<file path="config.mk">
export PLATFORM = sky130hd
export DESIGN_NAME = hdlc_bus_sequencer
export DESIGN_NICKNAME = d
export VERILOG_FILES = /design/src/rtl/hdlc_bus_sequencer.sv
export SDC_FILE = /design/constraint.sdc
export NUM_CORES = 1
export LEC_CHECK = 0
export BUFFER_PORTS_ARGS = -buffer_cell sky130_fd_sc_hd__buf_4
export CORE_MARGIN = 4
export CORE_UTILIZATION = 56
export CTS_CLUSTER_SIZE = 24
export DETAILED_ROUTE_END_ITERATION = 8
export PLACE_DENSITY = 0.8
export SLEW_MARGIN = 20
export SYNTH_ARGS = -nofsm -noshare
export SYNTH_HDL_FRONTEND = slang
export SYNTH_SLANG_ARGS = --single-unit
</file>
<file path="constraint.sdc">
create_clock -name Clk -period 2.7 [get_ports Clk]
set_input_delay 0.54 -clock Clk [delete_from_list [all_inputs] [get_ports Clk]]
set_output_delay 0.54 -clock Clk [all_outputs]
set_load 0.05 [all_outputs]
</file>
<file path="src/rtl/hdlc_bus_sequencer.sv">
// Shares the Hdlc address/data register bus between a TX byte source and an RX byte sink.
// Define HDLC_SEQ_ABORT_EN to add the tx_abort input (Tx_AbortFrame writes to Tx_SC).
module hdlc_bus_sequencer #(
    parameter int unsigned MAX_TX_BYTES = 126
) (
    input  logic       Clk,
    input  logic       Rst,
    input  logic       tx_valid,
    input  logic [7:0] tx_data,
    input  logic       tx_last,
`ifdef HDLC_SEQ_ABORT_EN
    input  logic       tx_abort,
`endif
    output logic       tx_ready,
    output logic       tx_trunc,
    output logic       rx_valid,
    output logic [7:0] rx_data,
    output logic       rx_last,
    input  logic       rx_ready,
    output logic       rx_err_valid,
    output logic [3:0] rx_err,
    input  logic       cfg_fcs_en,
    output logic       busy,
    output logic [2:0] hdlc_Address,
    output logic       hdlc_WriteEnable,
    output logic       hdlc_ReadEnable,
    output logic [7:0] hdlc_DataIn,
    input  logic [7:0] hdlc_DataOut,
    input  logic       hdlc_Rx_Ready,
    input  logic       hdlc_Tx_Done
);

    localparam int unsigned CW = 8;
    localparam logic [2:0] A_TX_SC   = 3'd0;
    localparam logic [2:0] A_TX_BUFF = 3'd1;
    localparam logic [2:0] A_RX_SC   = 3'd2;
    localparam logic [2:0] A_RX_BUFF = 3'd3;
    localparam logic [2:0] A_RX_LEN  = 3'd4;

    typedef enum logic [3:0] {
        INIT, IDLE, TX_LOAD, TX_FLUSH, TX_GO,
        RX_SC, RX_SC_W, RX_LEN, RX_LEN_W, RX_RD, RX_RD_W, RX_OUT, RX_DROP
    } state_t;

    state_t        state;
    logic [CW-1:0] tx_cnt;
    logic [CW-1:0] rx_len;
    logic [CW-1:0] rx_idx;
    logic          rx_pref;
    logic          fcs_q;
    logic          flush_go;
`ifdef HDLC_SEQ_ABORT_EN
    logic          abort_sent;
`endif

    logic rx_elig;
    logic tx_elig;
    assign rx_elig = hdlc_Rx_Ready;
    assign tx_elig = tx_valid && hdlc_Tx_Done;

    // busy is registered from the current state, so it trails state changes by one cycle
    always_ff @(posedge Clk or posedge Rst) begin
        if (Rst) begin
            state            <= INIT;
            tx_ready         <= 1'b0;
            tx_trunc         <= 1'b0;
            rx_valid         <= 1'b0;
            rx_data          <= 8'h00;
            rx_last          <= 1'b0;
            rx_err_valid     <= 1'b0;
            rx_err           <= 4'h0;
            busy             <= 1'b0;
            hdlc_Address     <= 3'd0;
            hdlc_WriteEnable <= 1'b0;
            hdlc_ReadEnable  <= 1'b0;
            hdlc_DataIn      <= 8'h00;
            tx_cnt           <= '0;
            rx_len           <= '0;
            rx_idx           <= '0;
            rx_pref          <= 1'b1;
            fcs_q            <= 1'b0;
            flush_go         <= 1'b0;
`ifdef HDLC_SEQ_ABORT_EN
            abort_sent       <= 1'b0;
`endif
        end else begin
            hdlc_WriteEnable <= 1'b0;
            hdlc_ReadEnable  <= 1'b0;
            tx_trunc         <= 1'b0;
            rx_err_valid     <= 1'b0;
            busy             <= (state != IDLE);
`ifdef HDLC_SEQ_ABORT_EN
            if (!tx_abort) abort_sent <= 1'b0;
`endif
            unique case (state)
                INIT: begin
                    hdlc_WriteEnable <= 1'b1;
                    hdlc_Address     <= A_RX_SC;
                    hdlc_DataIn      <= {2'b00, cfg_fcs_en, 5'b00000};
                    fcs_q            <= cfg_fcs_en;
                    state            <= IDLE;
                end
                IDLE: begin
                    if (cfg_fcs_en != fcs_q) begin
                        state <= INIT;
                    end else if (hdlc_WriteEnable || hdlc_ReadEnable) begin
                        // wait one cycle so Hdlc status reflects our own last access
                    end
`ifdef HDLC_SEQ_ABORT_EN
                    else if (tx_abort && !hdlc_Tx_Done && !abort_sent) begin
                        hdlc_WriteEnable <= 1'b1;
                        hdlc_Address     <= A_TX_SC;
                        hdlc_DataIn      <= 8'h04;
                        abort_sent       <= 1'b1;
                    end
`endif
                    else if (rx_elig && (rx_pref || !tx_elig)) begin
                        hdlc_ReadEnable <= 1'b1;
                        hdlc_Address    <= A_RX_SC;
                        rx_pref         <= 1'b0;
                        state           <= RX_SC;
                    end else if (tx_elig) begin
                        tx_ready <= 1'b1;
                        tx_cnt   <= '0;
                        rx_pref  <= 1'b1;
                        state    <= TX_LOAD;
                    end
                end
                TX_LOAD: begin
`ifdef HDLC_SEQ_ABORT_EN
                    if (tx_abort) begin
                        hdlc_WriteEnable <= 1'b1;
                        hdlc_Address     <= A_TX_SC;
                        hdlc_DataIn      <= 8'h04;
                        flush_go         <= 1'b0;
                        if (tx_valid && tx_last) begin
                            tx_ready <= 1'b0;
                            state    <= IDLE;
                        end else begin
                            state <= TX_FLUSH;
                        end
                    end else
`endif
                    if (tx_valid) begin
                        hdlc_WriteEnable <= 1'b1;
                        hdlc_Address     <= A_TX_BUFF;
                        hdlc_DataIn      <= tx_data;
                        tx_cnt           <= tx_cnt + 8'd1;
                        if (tx_last) begin
                            tx_ready <= 1'b0;
                            state    <= TX_GO;
                        end else if (tx_cnt == CW'(MAX_TX_BYTES - 1)) begin
                            tx_trunc <= 1'b1;
                            flush_go <= 1'b1;
                            state    <= TX_FLUSH;
                        end
                    end
                end
                TX_FLUSH: begin
                    if (tx_valid && tx_last) begin
                        tx_ready <= 1'b0;
                        state    <= flush_go ? TX_GO : IDLE;
                    end
                end
                TX_GO: begin
                    hdlc_WriteEnable <= 1'b1;
                    hdlc_Address     <= A_TX_SC;
`ifdef HDLC_SEQ_ABORT_EN
                    hdlc_DataIn      <= tx_abort ? 8'h04 : 8'h02;
`else
                    hdlc_DataIn      <= 8'h02;
`endif
                    state            <= IDLE;
                end
                RX_SC:  state <= RX_SC_W;
                RX_SC_W: begin
                    if (hdlc_DataOut[4:1] != 4'h0) begin
                        rx_err <= hdlc_DataOut[4:1];
                        state  <= RX_DROP;
                    end else begin
                        hdlc_ReadEnable <= 1'b1;
                        hdlc_Address    <= A_RX_LEN;
                        state           <= RX_LEN;
                    end
                end
                RX_LEN: state <= RX_LEN_W;
                RX_LEN_W: begin
                    rx_len <= hdlc_DataOut;
                    if (hdlc_DataOut == 8'h00) begin
                        rx_err <= 4'b0001;
                        state  <= RX_DROP;
                    end else begin
                        hdlc_ReadEnable <= 1'b1;
                        hdlc_Address    <= A_RX_BUFF;
                        rx_idx          <= '0;
                        state           <= RX_RD;
                    end
                end
                RX_RD:  state <= RX_RD_W;
                RX_RD_W: begin
                    rx_data  <= hdlc_DataOut;
                    rx_valid <= 1'b1;
                    rx_last  <= (rx_idx + 8'd1 == rx_len);
                    rx_idx   <= rx_idx + 8'd1;
                    state    <= RX_OUT;
                end
                RX_OUT: begin
                    if (rx_ready) begin
                        rx_valid <= 1'b0;
                        rx_last  <= 1'b0;
                        if (rx_last) begin
                            state <= IDLE;
                        end else begin
                            hdlc_ReadEnable <= 1'b1;
                            hdlc_Address    <= A_RX_BUFF;
                            state           <= RX_RD;
                        end
                    end
                end
                RX_DROP: begin
                    hdlc_WriteEnable <= 1'b1;
                    hdlc_Address     <= A_RX_SC;
                    hdlc_DataIn      <= {2'b00, cfg_fcs_en, 4'b0000, 1'b1};
                    rx_err_valid     <= 1'b1;
                    state            <= IDLE;
                end
                default: state <= INIT;
            endcase
        end
    end

endmodule
</file>
==> out/summary.md, run 1 <==
## Global route
- **met2 routing resource usage after global routing** 39.24%
- **routing layer with the top usage in global route** met2
- **All-Layer GR Usage** 23.78%
- **maximum number of pins on one net before global-route repair** 35
- **global-route wire length before repair** 13.58 mm
- **met1 track demand over resource in global routing** 30.68%
- **overflow left after global routing** 0
- **antenna violations before repair** 0
- **met3 track demand over resource** 5.986%
- **number of global-route vias before repair** 2830

## Layout
- **layout overhead on the synthesized area** 23.62%
- **share of post-route cells with drive strength above 1** 27.11%
- **number of diodes** 0
- **count of nets after finishing** 425
- **number of fillers in the final layout** 432
- **multi-input gate area in the final layout** 0.001593 sq mm
- **flip-flop and latch area** 0.001553 sq mm

## Synth
- **synthesized cell area** 0.003253 sq mm
- **flop and latch count out of synthesis** 62
- **synthesized netlist cell count** 339
- **top area cells in the synthesized netlist** dfrtp_1, nand2_1, mux2_2
- **number of enable-type register cells in the synthesized netlist** 0
- **warning count from the yosys run** 0
- **mean instance size in the synthesized netlist** 9.596 sq um
- **Syn Nets** 366
- **library cell with the highest instance count after synthesis** dfrtp_1
- **most instantiated cells after synthesis** dfrtp_1, nand2_1, o21ai_0, nor2_1, mux2_2
- **number of distinct standard cells referenced by the synthesized netlist** 55
- **top flip-flop cell by instance count after synthesis** dfrtp_1
- **proportion of register bits with asynchronous set or reset after synthesis** 100.0%
- **dominant cell type by area after synthesis** dfrtp_1
- **area share of the leading cell type in the synthesized netlist** 46.92%
- **sequential area share after synthesis** 47.73%

## Clocking
- **CTS H-tree depth** 3
- **number of hold buffers added after cts** 0
- **CTS Buf Count** 9
- **post-CTS setup buffer count** 0
- **number of gates given a new drive strength after cts** 0
- **Clock Latency Late Sink** 0.34 ns
- **clk buf depth** 2
- **TritonCTS clock tree** done
- **post-CTS clock slew at the launch and capture registers of the worst setup and hold paths** 0.07 ns
- **clock sinks** 62
- **clock root buffer master** clkbuf_8

## Setup path
- **Worst EP arrival** 2.47 ns
- **critical path launch point type** input pin
- **worst-path fanout max** 5
- **worst endpoint required time** 2.93 ns
- **RR Endpoint** rx_idx[3]
- **Critical Path End Type** flip-flop
- **number of cells traversed by the worst register-to-register path** 7
- **slack of the worst reg-to-reg path** 0.50 ns
- **start of the worst register-to-register path** state[1]
- **startpoint-to-endpoint class of the critical path** in -> reg

## Power
- **part of the total power dissipated in sequential elements** 31.1%
- **combinational group share of total power** 48.6%
- **total power divided by cell area** 1280 mW/mm^2
- **Net Sw Frac** 43.10%
- **total internal power** 2.929 mW
- **switching power** 2.219 mW
- **leakage power** 1.850 nW
- **VDD IR max** 0.0009028 V
- **clock network fraction of total power** 20.3%

## Place
- **Placer Congestion** 0.8930
- **DP HPWL** 5.696 mm
- **Setup Slack @ Placement** 0.1590 ns
- **# port buffers** 54

## STA
- **final setup vio count** 0
- **maximum clock rate** 445.7 MHz
- **RSZ-0062 raised after global routing** false
- **Tcrit/Tclk final** 83.10%
- **count of final hold-check violations** 0
- **worst clock skew** 0.008348 ns
- **final worst-path setup slack** 0.4564 ns
- **Max transition margin** 55.61%
- **Min Hold Slack** 0.2972 ns
- **Sum Neg Setup Slack** 0 ns
- **slew of the pin with the lowest slew margin** 0.6649 ns
- **post-route minimum period** 2.244 ns
- **final number of max-transition violations** 0

## Outcome
- **status** complete, no violations

## Floorplanning
- **effective utilization at floorplan** 58.36%
- **top-level port count** 55
- **overall die width** 84.22 um
- **number of standard-cell rows in the floorplan** 27
- **core region area** 0.005574 sq mm
- **Total Die Area** 0.007092 sq mm
- **overall die height** 84.22 um

## Run
- **max cap viols** 0

## Route
- **drt first-iter violations** 323
- **post-detailed-route via-to-cell ratio** 5.977
- **average wire per cell in the routed design** 16.98 um
- **total DRC errors in the routed layout** 0
- **iteration count of the initial detailed-routing pass** 5
- **total wire length** 8.049 mm
- **detailed-route via count** 2833
- **number of nets with antenna violations after detailed routing** 0

## Worst hold path
- **HP Class** in -> async

## layout make-up
class | count | share of cell area (%)
sequential | 62 | 38.61
inverter | 10 | 0.9334
clock buffer | 12 | 4.107
clock inverter | 3 | 2.240
tap | 72 | 2.240
multi-input combinational | 251 | 39.61
timing repair buffer | 64 | 12.26
## worst max-delay path by stage
stage,cells past startpoint,slack (ns),from,to
final,6,0.46,hdlc_DataOut[0],hdlc_Address[0]
after global routing,7,0.32,state[1],rx_idx[5]
after CTS,6,0.52,hdlc_DataOut[0],hdlc_Address[0]
after floorplan,1,0.62,Rst,busy
after global placement,6,0.33,hdlc_DataOut[0],rx_err[3]
after detailed placement,6,0.16,hdlc_DataOut[0],hdlc_Address[0]
## worst max-delay path, cell delays in order
cell and delay [ns]:
buf_4 0.11, nor4_1 0.50, nand2_1 0.24, a2111oi_0 0.50
a211o_1 0.23, mux2_2 0.35
## cells by family (layout without fill, tap and decap cells)
group	count (synthesis)	after routing	share of synthesized area, %
xor+xnor	17	17	4.577
mux	17	17	5.923
simple gates	138	138	21.15
compound gates	76	76	16.15
buf+inv	26	89	3.308
fa+ha+maj	3	3	1.154
flops	62	62	47.73
## power groups by stage
| stage | sequential (mW) | combinational, mW | clock (mW) |
|---|---|---|---|
| final | 1.60 | 2.50 | 1.05 |
| after floorplan | 2.18 | 1.19 | 0 |
| after global routing | 1.65 | 2.69 | 1.10 |
| after detailed placement | 1.61 | 2.49 | 0 |
| after CTS | 1.59 | 2.51 | 1.06 |
| after global placement | 1.59 | 2.44 | 0 |
## through the flow
step / instances / utilization (%) / power, mW / area, sq um
2_1_floorplan: 339 / - / 3.375 / 3253
3_3_place_gp: 459 / 67.56 / 4.032 / 3766
3_5_place_dp: 459 / 67.56 / 4.100 / 3766
4_1_cts: 474 / 72.14 / 5.160 / 4021
5_1_grt: 474 / 72.14 / 5.445 / 4021
6_report: 474 / 72.14 / 5.148 / 4021
## state kept, by name (all words and copies together), names as in the netlist, 3 cells and up
signal,flops
rx_err,4
state,4
rx_len,8
rx_data,8
tx_cnt,8
rx_idx,8
hdlc_DataIn,8
hdlc_Address,3
## cells in the final DEF, fill, tap and decap left out, types with 12 or more instances in the layout
cell type,synthesis,final
xnor2_1,12,12
o21ai_0,23,23
nand2_1,55,55
buf_4,1,63
nand3_1,12,12
clkbuf_8,0,12
dfrtp_1,61,61
nor2_1,20,20
mux2_2,14,14
## layer usage
layer	up-vias	wire, um
met1	1356	3364
met4	0	122
met5	-	0
li1	1342	-
met2	118	4083
met3	17	479
(Power assumes the default switching activity.)
==> inputs of run 2 (changes only) <==
--- a/config.mk
+++ b/config.mk
@@ -5,12 +5,13 @@
 export SDC_FILE = /design/constraint.sdc
 export NUM_CORES = 1
 export LEC_CHECK = 0
+export ABC_AREA = 1
 export BUFFER_PORTS_ARGS = -buffer_cell sky130_fd_sc_hd__buf_4
 export CORE_MARGIN = 4
-export CORE_UTILIZATION = 56
+export CORE_UTILIZATION = 51
 export CTS_CLUSTER_SIZE = 24
 export DETAILED_ROUTE_END_ITERATION = 8
-export PLACE_DENSITY = 0.8
+export PLACE_DENSITY = 0.76
 export SLEW_MARGIN = 20
 export SYNTH_ARGS = -nofsm -noshare
 export SYNTH_HDL_FRONTEND = slang
==> constraint.sdc (replaced) <==
create_clock -name Clk -period 1.8 [get_ports Clk]
set_input_delay 0.36 -clock Clk [delete_from_list [all_inputs] [get_ports Clk]]
set_output_delay 0.36 -clock Clk [all_outputs]
set_load 0.05 [all_outputs]
==> run 2 against run 1 <==
  * Global-route usage is 0.73 points lower
  * Die area rose by 8.0%
  * Register-to-register slack worse by 0.36 ns
  * Highest routed layer unchanged
  * Flip-flop and latch count did not move
  * Sequential share of layout area up 0.17 points
  * Setup slack got worse by 0.32 ns
==> out/summary.md, run 2 <==
## Setup path
- **worst setup path endpoint** hdlc_Address[0]
- **startpoint-to-endpoint class of the critical path** reg -> reg
- **Worst EP arrival** 1.90 ns
- **worst endpoint required time** 2.04 ns
- **worst-path fanout max** 7
- **cells along the critical path** inv_2 -> nor2_1 -> nand2_2 -> inv_1 -> nand2_1 -> inv_1 -> nor2_1 -> nand2_1 -> nand2_1 -> nand2_1
- **critical path startpoint** state[3]
- **critical path launch point type** flip-flop
- **number of cells traversed by the worst register-to-register path** 10
- **Critical Path End Type** flip-flop
- **Most common cell on crit path** nand2_1
- **slack of the worst reg-to-reg path** 0.14 ns
- **RR Endpoint** hdlc_Address[0]
- **Critical-path top delay cell** dfrtp_1
- **start of the worst register-to-register path** state[3]
- **highest cell delay on the worst timing path** 0.45 ns

## Layout
- **most common cell after layout, fill and taps aside** nand2_1
- **count of nets after finishing** 534
- **Non-Filler Cell Area, Final** 0.004004 sq mm
- **most frequent cells in the layout** nand2_1, buf_4, dfrtp_1, inv_1, nor2_1
- **layout overhead on the synthesized area** 24.18%
- **number of diodes** 0
- **number of fillers in the final layout** 563
- **share of post-route cells with drive strength above 1** 20.35%
- **flip-flop and latch area** 0.001553 sq mm
- **multi-input gate area in the final layout** 0.001456 sq mm

## Route
- **post-detailed-route via-to-cell ratio** 5.225
- **total wire length** 8.134 mm
- **average wire per cell in the routed design** 13.88 um
- **drt first-iter violations** 173
- **detailed-route via count** 3062
- **number of nets with antenna violations after detailed routing** 0
- **iteration count of the initial detailed-routing pass** 4
- **total DRC errors in the routed layout** 0

## Synth
- **most instantiated cells after synthesis** nand2_1, dfrtp_1, inv_1, nor2_1, nand3_1
- **sequential area share after synthesis** 48.16%
- **proportion of register bits with asynchronous set or reset after synthesis** 100.0%
- **top area cells in the synthesized netlist** dfrtp_1, nand2_1, nand3_1
- **top flip-flop cell by instance count after synthesis** dfrtp_1
- **number of enable-type register cells in the synthesized netlist** 0
- **Syn Nets** 461
- **synthesized netlist cell count** 434
- **area share of the leading cell type in the synthesized netlist** 47.34%
- **mean instance size in the synthesized netlist** 7.429 sq um
- **flop and latch count out of synthesis** 62
- **dominant cell type by area after synthesis** dfrtp_1
- **library cell with the highest instance count after synthesis** nand2_1
- **warning count from the yosys run** 0
- **synthesized cell area** 0.003224 sq mm
- **number of distinct standard cells referenced by the synthesized netlist** 28

## Global route
- **antenna violations before repair** 0
- **number of global-route vias before repair** 2953
- **maximum number of pins on one net before global-route repair** 43
- **overflow left after global routing** 0
- **global-route wire length before repair** 13.65 mm
- **All-Layer GR Usage** 23.04%

## STA
- **Max transition margin** 67.55%
- **slew of the pin with the lowest slew margin** 0.4858 ns
- **count of final hold-check violations** 0
- **final setup vio count** 0
- **worst clock skew** 0.008136 ns
- **final number of max-transition violations** 0
- **post-route minimum period** 1.664 ns
- **Tcrit/Tclk final** 92.43%
- **RSZ-0062 raised after global routing** true
- **Min Hold Slack** 0.03410 ns
- **maximum clock rate** 601.1 MHz
- **Sum Neg Setup Slack** 0 ns

## Power
- **total power divided by cell area** 1796 mW/mm^2
- **total internal power** 3.673 mW
- **clock network fraction of total power** 15.6%
- **leakage power** 2.156 nW
- **combinational group share of total power** 52.0%
- **switching power** 3.518 mW
- **part of the total power dissipated in sequential elements** 32.4%
- **Net Sw Frac** 48.92%
- **VDD IR max** 0.001173 V

## Floorplanning
- **effective utilization at floorplan** 53.51%
- **core region area** 0.006026 sq mm
- **overall die width** 87.51 um
- **number of standard-cell rows in the floorplan** 28
- **Total Die Area** 0.007658 sq mm
- **overall die height** 87.51 um
- **top-level port count** 55

## Clocking
- **post-CTS setup buffer count** 0
- **number of hold buffers added after cts** 0
- **clock root buffer master** clkbuf_8
- **Clock Latency Late Sink** 0.35 ns
- **clk buf depth** 2
- **CTS Buf Count** 9
- **CTS H-tree depth** 3
- **post-CTS clock slew at the launch and capture registers of the worst setup and hold paths** 0.07 ns
- **clock sinks** 62
- **TritonCTS clock tree** done

## Place
- **Placer Congestion** 0.8956
- **DP HPWL** 6.125 mm
- **cell area after placement** 0.003815 sq mm
- **# port buffers** 54

## Outcome
- **status** complete, no violations

## Worst hold path
- **HP Class** in -> async

## Run
- **max cap viols** 0

run 2: timing repair:
action	4_1_cts	5_1_grt
gates resized for setup	0	4
hold endpoints to repair	0	0
setup endpoints to repair	0	18
run 2: per-stage QoR:
stage | setup slack, ns | power, mW | util (%) | std cells
after global routing | -0.01658 | 7.747 | 66.45 | 586
final | 0.1363 | 7.191 | 66.45 | 586
after global placement | 0.1709 | 5.937 | 63.31 | 571
after CTS | 0.1227 | 7.163 | 66.22 | 586
after floorplan | 0.3458 | 4.935 | - | 434
after detailed placement | 0.1214 | 6.025 | 63.31 | 571
run 2: how the worst min path moves through the flow:
stage,slack [ns],startpoint,end
4_1_cts,0.05,Rst,tx_cnt[5]
5_1_grt,0.07,Rst,tx_cnt[5]
2_1_floorplan,0.46,flush_go,flush_go
6_report,0.03,Rst,tx_cnt[5]
3_3_place_gp,0.42,Rst,tx_cnt[4]
3_5_place_dp,0.42,Rst,tx_cnt[5]
run 2: worst max-delay path, delay by kind of cell, from the launching register on:
kind | cells | cell delay (ns)
buffers and inverters | 3 | 0.30
flip-flops | 1 | 0.45
AND/OR/NAND/NOR | 7 | 0.80
run 2: cell families after synthesis:
group | after synthesis | share of synthesized area (%)
adders and majority gates | 3 | 1.164
DFF | 62 | 48.16
xor gates and xnor gates | 7 | 1.901
buffers and inverters | 60 | 7.101
AOI/OAI and AO/OA | 58 | 10.13
and+or+nand+nor | 244 | 31.55
run 2: layout make-up:
class	instances	share of cell area (%)
multi-input cells	312	36.38
flip-flops and latches	62	38.78
well taps	75	2.344
clock inverters	3	0.5000
repair buffers	67	12.87
inverters	55	5.250
clock buffers	12	3.875
run 2: power by group through the flow:
stage                     sequential (mW)  clock [mW]  combinational, mW
after floorplan                      3.10           0               1.84
after global placement               2.31           0               3.63
after detailed placement             2.33           0               3.70
after CTS                            2.31        1.13               3.72
after global routing                 2.39        1.21               4.14
final                                2.33        1.12               3.74
run 2: per-layer routing:
layer,track usage (%),part of all wire [%],up-vias
li1,-,-,1536
met1,32.61,46,1417
met2,34.25,45,97
met3,5.771,6.8,12
met4,8.647,1.5,0
met5,0,0,-
==> inputs of run 3 (changes only) <==
--- a/config.mk
+++ b/config.mk
@@ -9,6 +9,7 @@
 export BUFFER_PORTS_ARGS = -buffer_cell sky130_fd_sc_hd__buf_4
 export CORE_MARGIN = 4
 export CORE_UTILIZATION = 51
+export CTS_BUF_LIST = sky130_fd_sc_hd__clkbuf_16
 export CTS_CLUSTER_SIZE = 24
 export DETAILED_ROUTE_END_ITERATION = 8
 export PLACE_DENSITY = 0.76
==> run 3 against run 2 <==
  * Register-to-register slack about the same
  * Largest power group unchanged
  * Sequential power hardly changed
  * Clock skew shrank 0.0024 ns
  * Largest cell class unchanged
  * Critical path depth unchanged
  * Flip-flop and latch count is the same
  * Non-clock buffer count is the same
==> out/summary.md, run 3 (synthesized netlist as in run 2, its figures left out) <==
## Setup path
- **Top delay family on crit path** simple AND/OR/NAND/NOR gates
- **Most common cell on crit path** nand2_1
- **critical path startpoint** state[3]
- **Worst EP arrival** 1.87 ns
- **Critical Path End Type** flip-flop
- **worst-path fanout max** 7
- **critical path buffer and inverter count** 3
- **startpoint-to-endpoint class of the critical path** reg -> reg
- **cells along the critical path** inv_2 -> nor2_1 -> nand2_2 -> inv_1 -> nand2_1 -> inv_1 -> nor2_1 -> nand2_1 -> nand2_1 -> nand2_1
- **start of the worst register-to-register path** state[3]
- **critical path launch point type** flip-flop
- **worst endpoint required time** 2.01 ns
- **highest cell delay on the worst timing path** 0.45 ns
- **Critical-path top delay cell** dfrtp_1

## STA
- **count of final hold-check violations** 0
- **Tcrit/Tclk final** 92.53%
- **maximum clock rate** 600.4 MHz
- **final setup vio count** 0
- **final number of max-transition violations** 0
- **worst clock skew** 0.005689 ns
- **Sum Neg Setup Slack** 0 ns
- **RSZ-0062 raised after global routing** true
- **slew of the pin with the lowest slew margin** 0.4744 ns
- **Max transition margin** 68.31%
- **post-route minimum period** 1.666 ns

## Global route
- **maximum number of pins on one net before global-route repair** 43
- **overflow left after global routing** 0
- **number of global-route vias before repair** 2940
- **antenna violations before repair** 0
- **All-Layer GR Usage** 23.13%
- **global-route wire length before repair** 13.61 mm

## Place
- **Placer Congestion** 0.8956
- **cell area after placement** 0.003815 sq mm
- **number of placed instances with taps included** 571
- **# port buffers** 54
- **DP HPWL** 6.125 mm

## Floorplanning
- **number of standard-cell rows in the floorplan** 28
- **Total Die Area** 0.007658 sq mm
- **effective utilization at floorplan** 53.51%
- **overall die width** 87.51 um
- **top-level port count** 55
- **overall die height** 87.51 um
- **core region area** 0.006026 sq mm

## Clocking
- **CTS H-tree depth** 3
- **clock sinks** 62
- **post-CTS setup buffer count** 0
- **clock root buffer master** clkbuf_16
- **CTS Buf Count** 9
- **TritonCTS clock tree** done
- **number of hold buffers added after cts** 0
- **clk buf depth** 2
- **Clock Latency Late Sink** 0.32 ns
- **post-CTS clock slew at the launch and capture registers of the worst setup and hold paths** 0.05 ns

## Power
- **total power divided by cell area** 1854 mW/mm^2
- **VDD IR max** 0.001369 V
- **leakage power** 2.195 nW
- **Total Power** 7.573 mW

## Worst hold path
- **HP Class** in -> async

## Layout
- **count of nets after finishing** 534
- **share of post-route cells with drive strength above 1** 19.96%
- **layout overhead on the synthesized area** 26.70%
- **number of fillers in the final layout** 535
- **Non-Filler Cell Area, Final** 0.004085 sq mm
- **non-filler cells in the finished layout** 586
- **most common cell after layout, fill and taps aside** nand2_1
- **Util after Layout** 67.79%
- **most frequent cells in the layout** nand2_1, buf_4, dfrtp_1, inv_1, nor2_1
- **number of diodes** 0

## Route
- **detailed-route via count** 3065
- **post-detailed-route via-to-cell ratio** 5.230
- **average wire per cell in the routed design** 13.77 um
- **drt first-iter violations** 193
- **iteration count of the initial detailed-routing pass** 5
- **total DRC errors in the routed layout** 0
- **number of nets with antenna violations after detailed routing** 0
- **total wire length** 8.070 mm

## Outcome
- **status** complete, no violations

## Run
- **max cap viols** 0

run 3: cell count changes in the layout (fill, tap and decap cells not counted):
cell       before  now
clkbuf_1        1    0
clkbuf_16       0    9
clkbuf_8       11    0
inv_1          47   48
clkinv_1        0    2
run 3: worst paths after layout:
check,end,slack (ns),depth (start not counted)
worst max-delay path,hdlc_Address[1],0.13,10
worst min-delay path,tx_cnt[5],0.06,2
worst max register to register,hdlc_Address[1],0.13,10
worst min register to register,tx_ready,0.49,2
max in group asynchronous,tx_trunc,1.19,3
min in group Clk,hdlc_DataIn[4],0.27,2
run 3: through the flow:
| step | hold slack, ns | setup WS (ns) |
|---|---|---|
| after floorplan | 0.4632 | 0.3458 |
| after global placement | 0.4180 | 0.1709 |
| after detailed placement | 0.4161 | 0.1214 |
| after CTS | 0.07143 | 0.1195 |
| after global routing | 0.1035 | -0.01978 |
| final | 0.06000 | 0.1345 |
run 3: what timing repair did:
action,4_1_cts,5_1_grt
gates resized for setup,0,4
endpoints found under the hold margin,0,0
endpoints found under the setup margin,0,15
run 3: layout make-up:
cell class	instances	area (sq um)	share of cell area [%]
multi-input combinational	312	1456	35.65
tap	75	93.84	2.297
clock inverter	6	31.28	0.7657
clock buffer	9	225.2	5.513
sequential	62	1553	38.01
timing repair buffer	67	515.5	12.62
inverter	55	210.2	5.145
run 3: per-layer routing:
layer	share of wire (%)	routed length, um	vias to the layer above	track usage [%]
li1	-	-	1530	-
met1	46	3679	1429	32.61
met2	46	3707	93	34.25
met3	6.5	524	13	4.257
met4	2.0	158	0	11.44
met5	0	0	-	0
run 3: power breakdown:
| group | switching, mW | internal, mW | total, mW |
|---|---|---|---|
| Sequential | 0.411 | 1.91 | 2.33 |
| Clock | 0.599 | 0.904 | 1.50 |
| Combinational | 2.55 | 1.20 | 3.74 |
| Total | 3.56 | 4.02 | 7.57 |
